==> src/rtl/traffic_phase_ctrl_pkg.sv <==
`default_nettype none
// ============================================================================
// Module   : traffic_phase_ctrl_pkg
// Purpose  : Shared phase codes, time widths and phase helpers for the
//            crossroad controller, lamp driver and display driver.
// Contents : phase_t enum (S_NS_GRN/S_NS_YEL/S_EW_GRN/S_EW_YEL),
//            TIME_W (countdown width), CNT_W (phase counter width),
//            next_phase(), is_green().
// Revision : 1.0 - initial release
// ============================================================================
package traffic_phase_ctrl_pkg;

    localparam int TIME_W = 7;  // countdown value width, holds 1..99
    localparam int CNT_W  = 6;  // phase counter width, holds 1..63

    typedef enum logic [1:0] {
        S_NS_GRN = 2'b00,
        S_NS_YEL = 2'b01,
        S_EW_GRN = 2'b10,
        S_EW_YEL = 2'b11
    } phase_t;

    function automatic phase_t next_phase(input phase_t cur);
        phase_t nxt;
        case (cur)
            S_NS_GRN: nxt = S_NS_YEL;
            S_NS_YEL: nxt = S_EW_GRN;
            S_EW_GRN: nxt = S_EW_YEL;
            default:  nxt = S_NS_GRN;
        endcase
        return nxt;
    endfunction

    function automatic logic is_green(input phase_t cur);
        return (cur == S_NS_GRN) || (cur == S_EW_GRN);
    endfunction

endpackage
`default_nettype wire

==> src/rtl/traffic_phase_ctrl_sec_tick_gen.sv <==
`default_nettype none
// ============================================================================
// Module   : traffic_phase_ctrl_sec_tick_gen
// Purpose  : Divides sys_clk down to a one-cycle tick per second. hold acts
//            as a synchronous clear so the first tick after hold falls is a
//            full second later.
// Ports    : sys_clk   in  system clock
//            sys_rst_n in  asynchronous active-low reset
//            hold      in  1 = clear counter and suppress tick
//            tick      out 1 for the single cycle where sec_cnt==CLK_FREQ-1
// Revision : 1.0 - initial release
// ============================================================================
module traffic_phase_ctrl_sec_tick_gen #(
    parameter int CLK_FREQ = 50_000_000
) (
    input  logic sys_clk,
    input  logic sys_rst_n,
    input  logic hold,
    output logic tick
);

    // A width of at least 1 keeps the counter legal for CLK_FREQ==1.
    localparam int               SEC_W   = (CLK_FREQ > 1) ? $clog2(CLK_FREQ) : 1;
    localparam logic [SEC_W-1:0] C_SEC_MAX = SEC_W'(CLK_FREQ - 1);

    logic [SEC_W-1:0] sec_cnt_q;
    logic [SEC_W-1:0] sec_cnt_d;

    always_comb begin
        sec_cnt_d = sec_cnt_q;
        tick      = 1'b0;
        if (hold) begin
            sec_cnt_d = '0;
        end else if (sec_cnt_q == C_SEC_MAX) begin
            sec_cnt_d = '0;
            tick      = 1'b1;
        end else begin
            sec_cnt_d = sec_cnt_q + 1'b1;
        end
    end

    always_ff @(posedge sys_clk or negedge sys_rst_n) begin
        if (!sys_rst_n) begin
            sec_cnt_q <= '0;
        end else begin
            sec_cnt_q <= sec_cnt_d;
        end
    end

endmodule
`default_nettype wire

==> src/rtl/traffic_phase_ctrl.sv <==
`default_nettype none
// ============================================================================
// Module   : traffic_phase_ctrl
// Purpose  : Sequences the 4-phase crossroad cycle, produces per-direction
//            countdowns for the segment displays, shortens green on a
//            pedestrian request and freezes everything while hold is high.
// Ports    : sys_clk   in   system clock
//            sys_rst_n in   asynchronous active-low reset
//            ped_req   in   pedestrian request, 1-cycle pulse
//            hold      in   level, 1 = freeze phase and countdown
//            state     out  phase code (00 NSG, 01 NSY, 10 EWG, 11 EWY)
//            ew_time   out  seconds until the EW lamp changes
//            ns_time   out  seconds until the NS lamp changes
//            ped_ack   out  1-cycle pulse when a request shortens green
// Revision : 1.0 - initial release
// ============================================================================
module traffic_phase_ctrl
    import traffic_phase_ctrl_pkg::*;
#(
    parameter int CLK_FREQ = 50_000_000,
    parameter int GREEN_T  = 27,
    parameter int YELLOW_T = 3,
    parameter int PED_MIN  = 5
) (
    input  logic              sys_clk,
    input  logic              sys_rst_n,
    input  logic              ped_req,
    input  logic              hold,
    output logic [1:0]        state,
    output logic [TIME_W-1:0] ew_time,
    output logic [TIME_W-1:0] ns_time,
    output logic              ped_ack
);

    localparam logic [CNT_W-1:0]  C_GREEN_T   = CNT_W'(GREEN_T);
    localparam logic [CNT_W-1:0]  C_YELLOW_T  = CNT_W'(YELLOW_T);
    localparam logic [CNT_W-1:0]  C_PED_MIN   = CNT_W'(PED_MIN);
    localparam logic [TIME_W-1:0] C_YELLOW_TW = TIME_W'(YELLOW_T);
    localparam logic [TIME_W-1:0] C_EW_RST    = TIME_W'(GREEN_T + YELLOW_T);
    localparam logic [TIME_W-1:0] C_NS_RST    = TIME_W'(GREEN_T);

    logic w_tick;

    phase_t            state_q,     state_d;
    logic [CNT_W-1:0]  phase_cnt_q, phase_cnt_d;
    logic              ped_pend_q,  ped_pend_d;
    logic              ped_ack_q,   ped_ack_d;
    logic [TIME_W-1:0] ew_time_q,   ew_time_d;
    logic [TIME_W-1:0] ns_time_q,   ns_time_d;

    logic [TIME_W-1:0] w_cnt_ext;
    logic [TIME_W-1:0] w_cnt_plus_yel;

    traffic_phase_ctrl_sec_tick_gen #(
        .CLK_FREQ (CLK_FREQ)
    ) u_sec_tick_gen (
        .sys_clk   (sys_clk),
        .sys_rst_n (sys_rst_n),
        .hold      (hold),
        .tick      (w_tick)
    );

    // Phase sequencing and pedestrian handling. A request arriving on the
    // same cycle as the tick that consumes or clears the pending flag is
    // kept, so it acts on the following tick.
    always_comb begin
        state_d     = state_q;
        phase_cnt_d = phase_cnt_q;
        ped_pend_d  = ped_pend_q | ped_req;
        ped_ack_d   = 1'b0;

        if (w_tick) begin
            if (phase_cnt_q == CNT_W'(1)) begin
                state_d = next_phase(state_q);
                if (is_green(state_d)) begin
                    phase_cnt_d = C_GREEN_T;
                end else begin
                    phase_cnt_d = C_YELLOW_T;
                    ped_pend_d  = ped_req;
                end
            end else if (is_green(state_q) && ped_pend_q &&
                         (phase_cnt_q > C_PED_MIN)) begin
                phase_cnt_d = C_PED_MIN;
                ped_pend_d  = ped_req;
                ped_ack_d   = 1'b1;
            end else begin
                phase_cnt_d = phase_cnt_q - 1'b1;
                if (is_green(state_q) && ped_pend_q) begin
                    ped_pend_d = ped_req;
                end
            end
        end
    end

    // Countdowns are derived from the next-state values so they move on the
    // same edge as phase_cnt. During green the other direction still has the
    // following yellow to wait through.
    always_comb begin
        w_cnt_ext      = {1'b0, phase_cnt_d};
        w_cnt_plus_yel = w_cnt_ext + C_YELLOW_TW;
        ew_time_d      = w_cnt_ext;
        ns_time_d      = w_cnt_ext;
        case (state_d)
            S_NS_GRN: ew_time_d = w_cnt_plus_yel;
            S_EW_GRN: ns_time_d = w_cnt_plus_yel;
            default: begin
                ew_time_d = w_cnt_ext;
                ns_time_d = w_cnt_ext;
            end
        endcase
    end

    always_ff @(posedge sys_clk or negedge sys_rst_n) begin
        if (!sys_rst_n) begin
            state_q     <= S_NS_GRN;
            phase_cnt_q <= C_GREEN_T;
            ped_pend_q  <= 1'b0;
            ped_ack_q   <= 1'b0;
            ew_time_q   <= C_EW_RST;
            ns_time_q   <= C_NS_RST;
        end else begin
            state_q     <= state_d;
            phase_cnt_q <= phase_cnt_d;
            ped_pend_q  <= ped_pend_d;
            ped_ack_q   <= ped_ack_d;
            ew_time_q   <= ew_time_d;
            ns_time_q   <= ns_time_d;
        end
    end

    assign state   = state_q;
    assign ew_time = ew_time_q;
    assign ns_time = ns_time_q;
    assign ped_ack = ped_ack_q;

endmodule
`default_nettype wire

==> config.mk <==
export PLATFORM = sky130hd
export DESIGN_NAME = traffic_phase_ctrl
export DESIGN_NICKNAME = d
export VERILOG_FILES = /design/src/rtl/traffic_phase_ctrl_pkg.sv /design/src/rtl/traffic_phase_ctrl_sec_tick_gen.sv /design/src/rtl/traffic_phase_ctrl.sv
export SDC_FILE = /design/constraint.sdc
export NUM_CORES = 1
export LEC_CHECK = 0
export CAP_MARGIN = 40
export CORE_MARGIN = 2
export CORE_UTILIZATION = 62
export CTS_CLUSTER_SIZE = 10
export DETAILED_ROUTE_END_ITERATION = 8
export GPL_ROUTABILITY_DRIVEN = 0
export PLACE_DENSITY_LB_ADDON = 0.25
export SETUP_SLACK_MARGIN = 0.05
export SLEW_MARGIN = 25
export SYNTH_ARGS = -nofsm -noshare
export SYNTH_HDL_FRONTEND = slang
export SYNTH_SLANG_ARGS = --single-unit
==> constraint.sdc <==
create_clock -name sys_clk -period 6.2 [get_ports sys_clk]
set_clock_uncertainty 0.2 [all_clocks]
set_input_delay 1.24 -clock sys_clk [delete_from_list [all_inputs] [get_ports sys_clk]]
set_output_delay 1.24 -clock sys_clk [all_outputs]
set_load 0.01 [all_outputs]
# After elaboration in Yosys (flattened, before gate mapping)
# Index checks and enable logic that the tools add are counted.
classes:
  n_addsub: 3
  order_cmp: 1
  n_eq_ne: 6
  muxes: 23
  bitwise: 1
  n_reduce_logical: 7
ops:
  columns: ["op", "n"]
  rows:
  - ["two-way mux 26 bit", 2]
  - ["adder 26 x 1 -> 26 bit (second input constant)", 1]
  - ["== test 26 bit (second input constant)", 1]
  - ["two-way mux 6 bit", 3]
  - ["two-way mux 7 bit", 2]
  - ["two-way mux 1 bit", 10]
  - ["two-way mux 2 bit", 4]
  - ["adder 6 x 2 -> 7 bit (second input constant)", 1]
  - ["== test 2 bit (second input constant)", 3]
  - ["== test 6 x 1 -> 1 bit (second input constant)", 1]
  - ["greater-than comparator 6 x 3 -> 1 bit (second input constant)", 1]
  - ["zero test 2 bit", 3]
  - ["one-hot mux 2 bit (3 select lines)", 1]
  - ["subtractor 6 x 1 -> 6 bit (second input constant)", 1]
  - ["two-way mux 5 bit", 1]
  - ["== test 2 x 1 -> 1 bit (second input constant)", 1]
  - ["logical AND 1 bit", 2]
  - ["logical OR 1 bit", 2]
  - ["OR 1 bit", 1]
totals:
  regBits: 50
  input_bits: 4
  word_cells: 48

# Logic depth before layout (Yosys ltp)
depth:
  word_depth: 11
  mapped_depth: 12
  mapped_depth_nobuf: 12

# By module
# From an unflattened synthesis, not the netlist that was laid out.
unflattened:
  cells_unflattened: 262
  area_unflattened_um2: 2715.1
by_module_without_submodules:
  columns: ["mod", "instances", "cells_each", "area_each_um2"]
  rows:
  - ["traffic_phase_ctrl", 1, 123, 1370.1]
  - ["traffic_phase_ctrl_sec_tick_gen", 1, 139, 1345.0]

# Least setup slack after synthesis
# Ideal clock, no wire load.
synth_timing:
  path_kind: "register to register"
  from: "register u_sec_tick_gen.sec_cnt_q[16]"
  to: "register ns_time_q[4], in the netlist ns_time[4]"
  t_arrival_ns: 2.955
  required_time_ns: 5.913
  slack_ns: 2.958
  path_stages_with_launch: 12
  n_path_buf: 2
  cell_sequence: "dfrtp_1 -> or4b_1 -> or4_1 -> buf_2 -> or3_1 -> buf_6 -> a21oi_2 -> inv_1 -> ha_1 -> a21oi_1 -> nand3_1 -> xnor2_1"
synth_via:
  elab_chain_len: 6
  word_cells_on_any_way: 8
synth_lines:
  columns: ["element", "line_no", "text"]
  rows:
  - ["start: declaration", "traffic_phase_ctrl_sec_tick_gen.sv:26", "logic [SEC_W-1:0] sec_cnt_q;"]
  - ["start signal: assignment", "traffic_phase_ctrl_sec_tick_gen.sv:46", "sec_cnt_q <= sec_cnt_d;"]
  - ["== test 26 bit", "traffic_phase_ctrl_sec_tick_gen.sv:34", "end else if (sec_cnt_q == C_SEC_MAX) begin"]
  - ["two-way mux 1 bit", "traffic_phase_ctrl_sec_tick_gen.sv:34", null]
  - ["two-way mux 1 bit", "traffic_phase_ctrl_sec_tick_gen.sv:32", "if (hold) begin"]
  - ["two-way mux 6 bit", "traffic_phase_ctrl.sv:72", "if (w_tick) begin"]
  - ["net phase_cnt_d[0]", "traffic_phase_ctrl.sv:45", "logic [CNT_W-1:0] phase_cnt_q, phase_cnt_d;"]
  - ["adder 6 x 2 -> 7 bit", "traffic_phase_ctrl.sv:100", "w_cnt_plus_yel = w_cnt_ext + C_YELLOW_TW;"]
  - ["two-way mux 7 bit", "traffic_phase_ctrl.sv:103", "case (state_d)"]
  - ["net ns_time_d[4]", "traffic_phase_ctrl.sv:49", "logic [TIME_W-1:0] ns_time_q, ns_time_d;"]
  - ["end signal: assignment", "traffic_phase_ctrl.sv:127", "ns_time_q <= ns_time_d;"]
  - ["end: declaration", "traffic_phase_ctrl.sv:49", null]
# The timed path passes the listed nets, and every way through them passes these cells.

# Worst setup path in the final report
layout_timing:
  from: "register u_sec_tick_gen.sec_cnt_q[16]"
  to: "register ew_time_q[4], in the netlist ew_time[4]"
layout_via:
  elab_chain_len: 6
  word_cells_on_any_way: 8
layout_lines:
  columns: ["element", "line_no", "text"]
  rows:
  - ["== test 26 bit", "traffic_phase_ctrl_sec_tick_gen.sv:34", null]
  - ["two-way mux 1 bit", "traffic_phase_ctrl_sec_tick_gen.sv:34", null]
  - ["two-way mux 1 bit", "traffic_phase_ctrl_sec_tick_gen.sv:32", null]
  - ["two-way mux 6 bit", "traffic_phase_ctrl.sv:72", null]
  - ["net phase_cnt_d[0]", "traffic_phase_ctrl.sv:45", null]
  - ["adder 6 x 2 -> 7 bit", "traffic_phase_ctrl.sv:100", null]
  - ["two-way mux 7 bit", "traffic_phase_ctrl.sv:103", null]
  - ["net ew_time_d[4]", "traffic_phase_ctrl.sv:48", "logic [TIME_W-1:0] ew_time_q, ew_time_d;"]
  - ["end signal: assignment", "traffic_phase_ctrl.sv:126", "ew_time_q <= ew_time_d;"]
  - ["end: declaration", "traffic_phase_ctrl.sv:48", null]
# The timed path passes the listed nets, and every way through them passes these cells.

==> results.sh <==
export IMPL_status="completed"
export IMPL_post_route_period_util_pct=59.2
export IMPL_ant_nets=0
export IMPL_p_comb_share_pct=9.6
export IMPL_synth_largest_area_cell="dfrtp_1"
export IMPL_dr_pass1_iters=5
export IMPL_ys_warnings_count=0
export IMPL_netlist_area_sq_um=2600
export IMPL_numPortBuffers=20
export IMPL_synth_top_area_share_pct=36.6
export IMPL_p_leak_nw=1.21
export IMPL_path_max_fanout=7
export IMPL_finalWirelength_microns=4800
export IMPL_rsz0062_at_grt="no"
export IMPL_drt_iter0_drc=181
export IMPL_utilization_pct=73.3
export IMPL_internal_power_uw=445
export IMPL_synth_cells=259
export IMPL_path_clk_slew_ns=0.10
export IMPL_dp_hpwl_microns=3470
export IMPL_r2r_cells=9
export IMPL_clk_latency_ns=0.31
export IMPL_seq_power_share_pct=57.0
export IMPL_clock_path_buffers=2
export IMPL_grt_overflow=0
export IMPL_ys_ff_latch=50
export IMPL_synth_nets=269
export IMPL_post_cts_setup_buffer_count=0
export IMPL_synth_area_leaders="dfrtp_1, dfstp_2, xnor2_1"
export IMPL_cts_sink_count=50
export IMPL_setup_ws_ns=2.53
export IMPL_fmax_mhz=272
export IMPL_finalHoldViolCount=0
export IMPL_rows=23
export IMPL_fin_crit_ns=3.67
export IMPL_slew_limit_headroom_pct=44.9
export IMPL_p_sw_uw=155
export IMPL_critPathCaptureType="flop"
export IMPL_switching_share_pct=25.8
export IMPL_root_buffer="clkbuf_8"
export IMPL_grt_pass1_wl_microns=8100
export IMPL_tightest_slew_ns=0.803
export IMPL_syn2layout_area_growth_pct=13.7
export IMPL_crit_arrival_ns=3.71
export IMPL_required_ns=6.24
export IMPL_dp_cells=325
export IMPL_maxSlewViolCount=0
export IMPL_ctsResizeCount=0
export IMPL_p_total_uw=600
export IMPL_rrSetupSlack_ns=2.53
export IMPL_fp_dieW_microns=68.7
export IMPL_yosysUniqueCellTypes=47
export IMPL_io_pins=21
export IMPL_instances_no_fill=333
export IMPL_setup_tns_ns=0
export IMPL_fp_dieH_microns=68.7
export IMPL_antenna_found_initial=0
export IMPL_criticalPathCategory="flop to flop"
export IMPL_cts_tree="yes"
export IMPL_synth_edf_count=0
export IMPL_routed_via_density=5.63
export IMPL_cp_start_kind="flop"
export IMPL_fin_nets=292
export IMPL_die_area_sq_um=4720
export IMPL_cts_max_level=2
export IMPL_syn_area_per_cell_sq_um=10.0
export IMPL_synth_async_sr_flop_share_pct=100
export IMPL_dp_slack_ns=2.33
export IMPL_grt_total_usage_pct=23.2
export IMPL_cts_made_buffers=5
export IMPL_antenna_cells=0
export IMPL_ir_drop_uv=136
export IMPL_synthFlopType="dfrtp_1"
export IMPL_start_util_pct=64.5
export IMPL_drc=0
export IMPL_min_path_cells=1
export IMPL_design_core_area_sq_um=4030
export IMPL_yosysSeqAreaShare_pct=48.7
export IMPL_clkPwrFrac_pct=33.4
export IMPL_setup_viol=0
export IMPL_grt_pass1_vias=1820
export IMPL_drive_gt1_share_pct=11.3
export IMPL_grt_start_max_net_pins=27
export IMPL_hp_class="flop to flop"
export IMPL_powerDensity_nw_per_um2=203
export IMPL_holdBufCountCts=0
export IMPL_drt_wirelength_per_cell_microns=14.4
export IMPL_vias=1874
export IMPL_drv_cap=0
## placed cells by master (no fill, tap or decap), types with 6 or more instances in the layout
cell type        instances
clkdlybuf4s50_1         19
dfrtp_1                 38
dfstp_2                 12
ha_1                     6
inv_1                   15
nand2_1                 17
nand3_1                 11
nand4_1                  9
nor2_1                  37
nor3_1                   8
nor4_1                   6
xnor2_1                 20
xor2_1                  12
## sequential cells by signal (all words and copies together) (netlist names)
register and flops:
u_sec_tick_gen.sec_cnt_q 26, ped_pend_q 1, ns_time 7, ew_time 7
phase_cnt_q 6, state 2, ped_ack 1
## final timing paths
| check | to | startpoint |
|---|---|---|
| setup / recovery | ew_time[4] | u_sec_tick_gen.sec_cnt_q[16] |
| hold / removal | u_sec_tick_gen.sec_cnt_q[0] | u_sec_tick_gen.sec_cnt_q[0] |
| setup reg to reg | ew_time[4] | u_sec_tick_gen.sec_cnt_q[16] |
| hold reg to reg | u_sec_tick_gen.sec_cnt_q[0] | u_sec_tick_gen.sec_cnt_q[0] |
| max in group asynchronous | phase_cnt_q[4] | sys_rst_n |
| min in group asynchronous | ped_ack | sys_rst_n |
## Yosys cell counts (5+ instances only)
master   count
a21oi_1      5
and4_1       5
dfrtp_1     38
dfstp_2     12
ha_1         6
inv_1       15
nand2_1     17
nand3_1     11
nand4_1      9
nor2_1      37
nor3_1       8
nor4_1       6
xnor2_1     20
xor2_1      12
## routing by layer
| layer | global-route usage, % | up-vias | share of wire [%] | wire length (microns) |
|---|---|---|---|---|
| met5 | 0 | - | 0 | 0 |
| met3 | 4.06 | 7 | 3.6 | 171 |
| met4 | 8.82 | 0 | 1.2 | 60 |
| met1 | 29.6 | 879 | 46 | 2220 |
| li1 | - | 952 | - | - |
| met2 | 39.3 | 36 | 49 | 2350 |
## cell type report
type / instances / area (sq um)
repair buffers: 22 / 230
fillers: 285 / 1070
inverters: 15 / 56.3
multi-input cells: 188 / 1240
well taps: 50 / 62.6
flip-flops and latches: 50 / 1270
clock buffers: 5 / 68.8
clock inverters: 3 / 26.3
## worst max-delay path, stage by stage, from the launching register on
cell and delay [ns]:
dfrtp_1 0.43, or4b_1 0.55, or4_1 0.69, or3_1 0.52, a21oi_2 0.32, inv_1 0.09
ha_1 0.24, a21oi_1 0.23, nand3_1 0.14, xnor2_1 0.19
## through the flow
stage               cell area [sq um]  hold WS (ns)
floorplan                        2600         0.233
global placement                 2830         0.249
detailed placement               2860         0.258
CTS                              2950         0.269
global route                     2950         0.317
finish                           2950         0.270
## cell families (layout without fill, tap and decap cells)
logic type | after synthesis | in the layout | share of synthesized area (%)
fa+ha+maj | 6 | 6 | 2.89
simple gates | 118 | 118 | 23.8
buf+inv | 21 | 45 | 3.37
flops | 50 | 50 | 48.7
mux | 5 | 5 | 2.60
xor+xnor | 33 | 33 | 11.4
compound gates | 26 | 26 | 7.13
## power groups by stage
stage	Clock, mW	Sequential (mW)	Combinational [mW]
after floorplan	0	0.350	0.0278
after global placement	0	0.348	0.0542
after detailed placement	0	0.348	0.0579
after CTS	0.207	0.342	0.0580
after global routing	0.217	0.343	0.0641
final	0.200	0.342	0.0575
(Power assumes the default switching activity.)
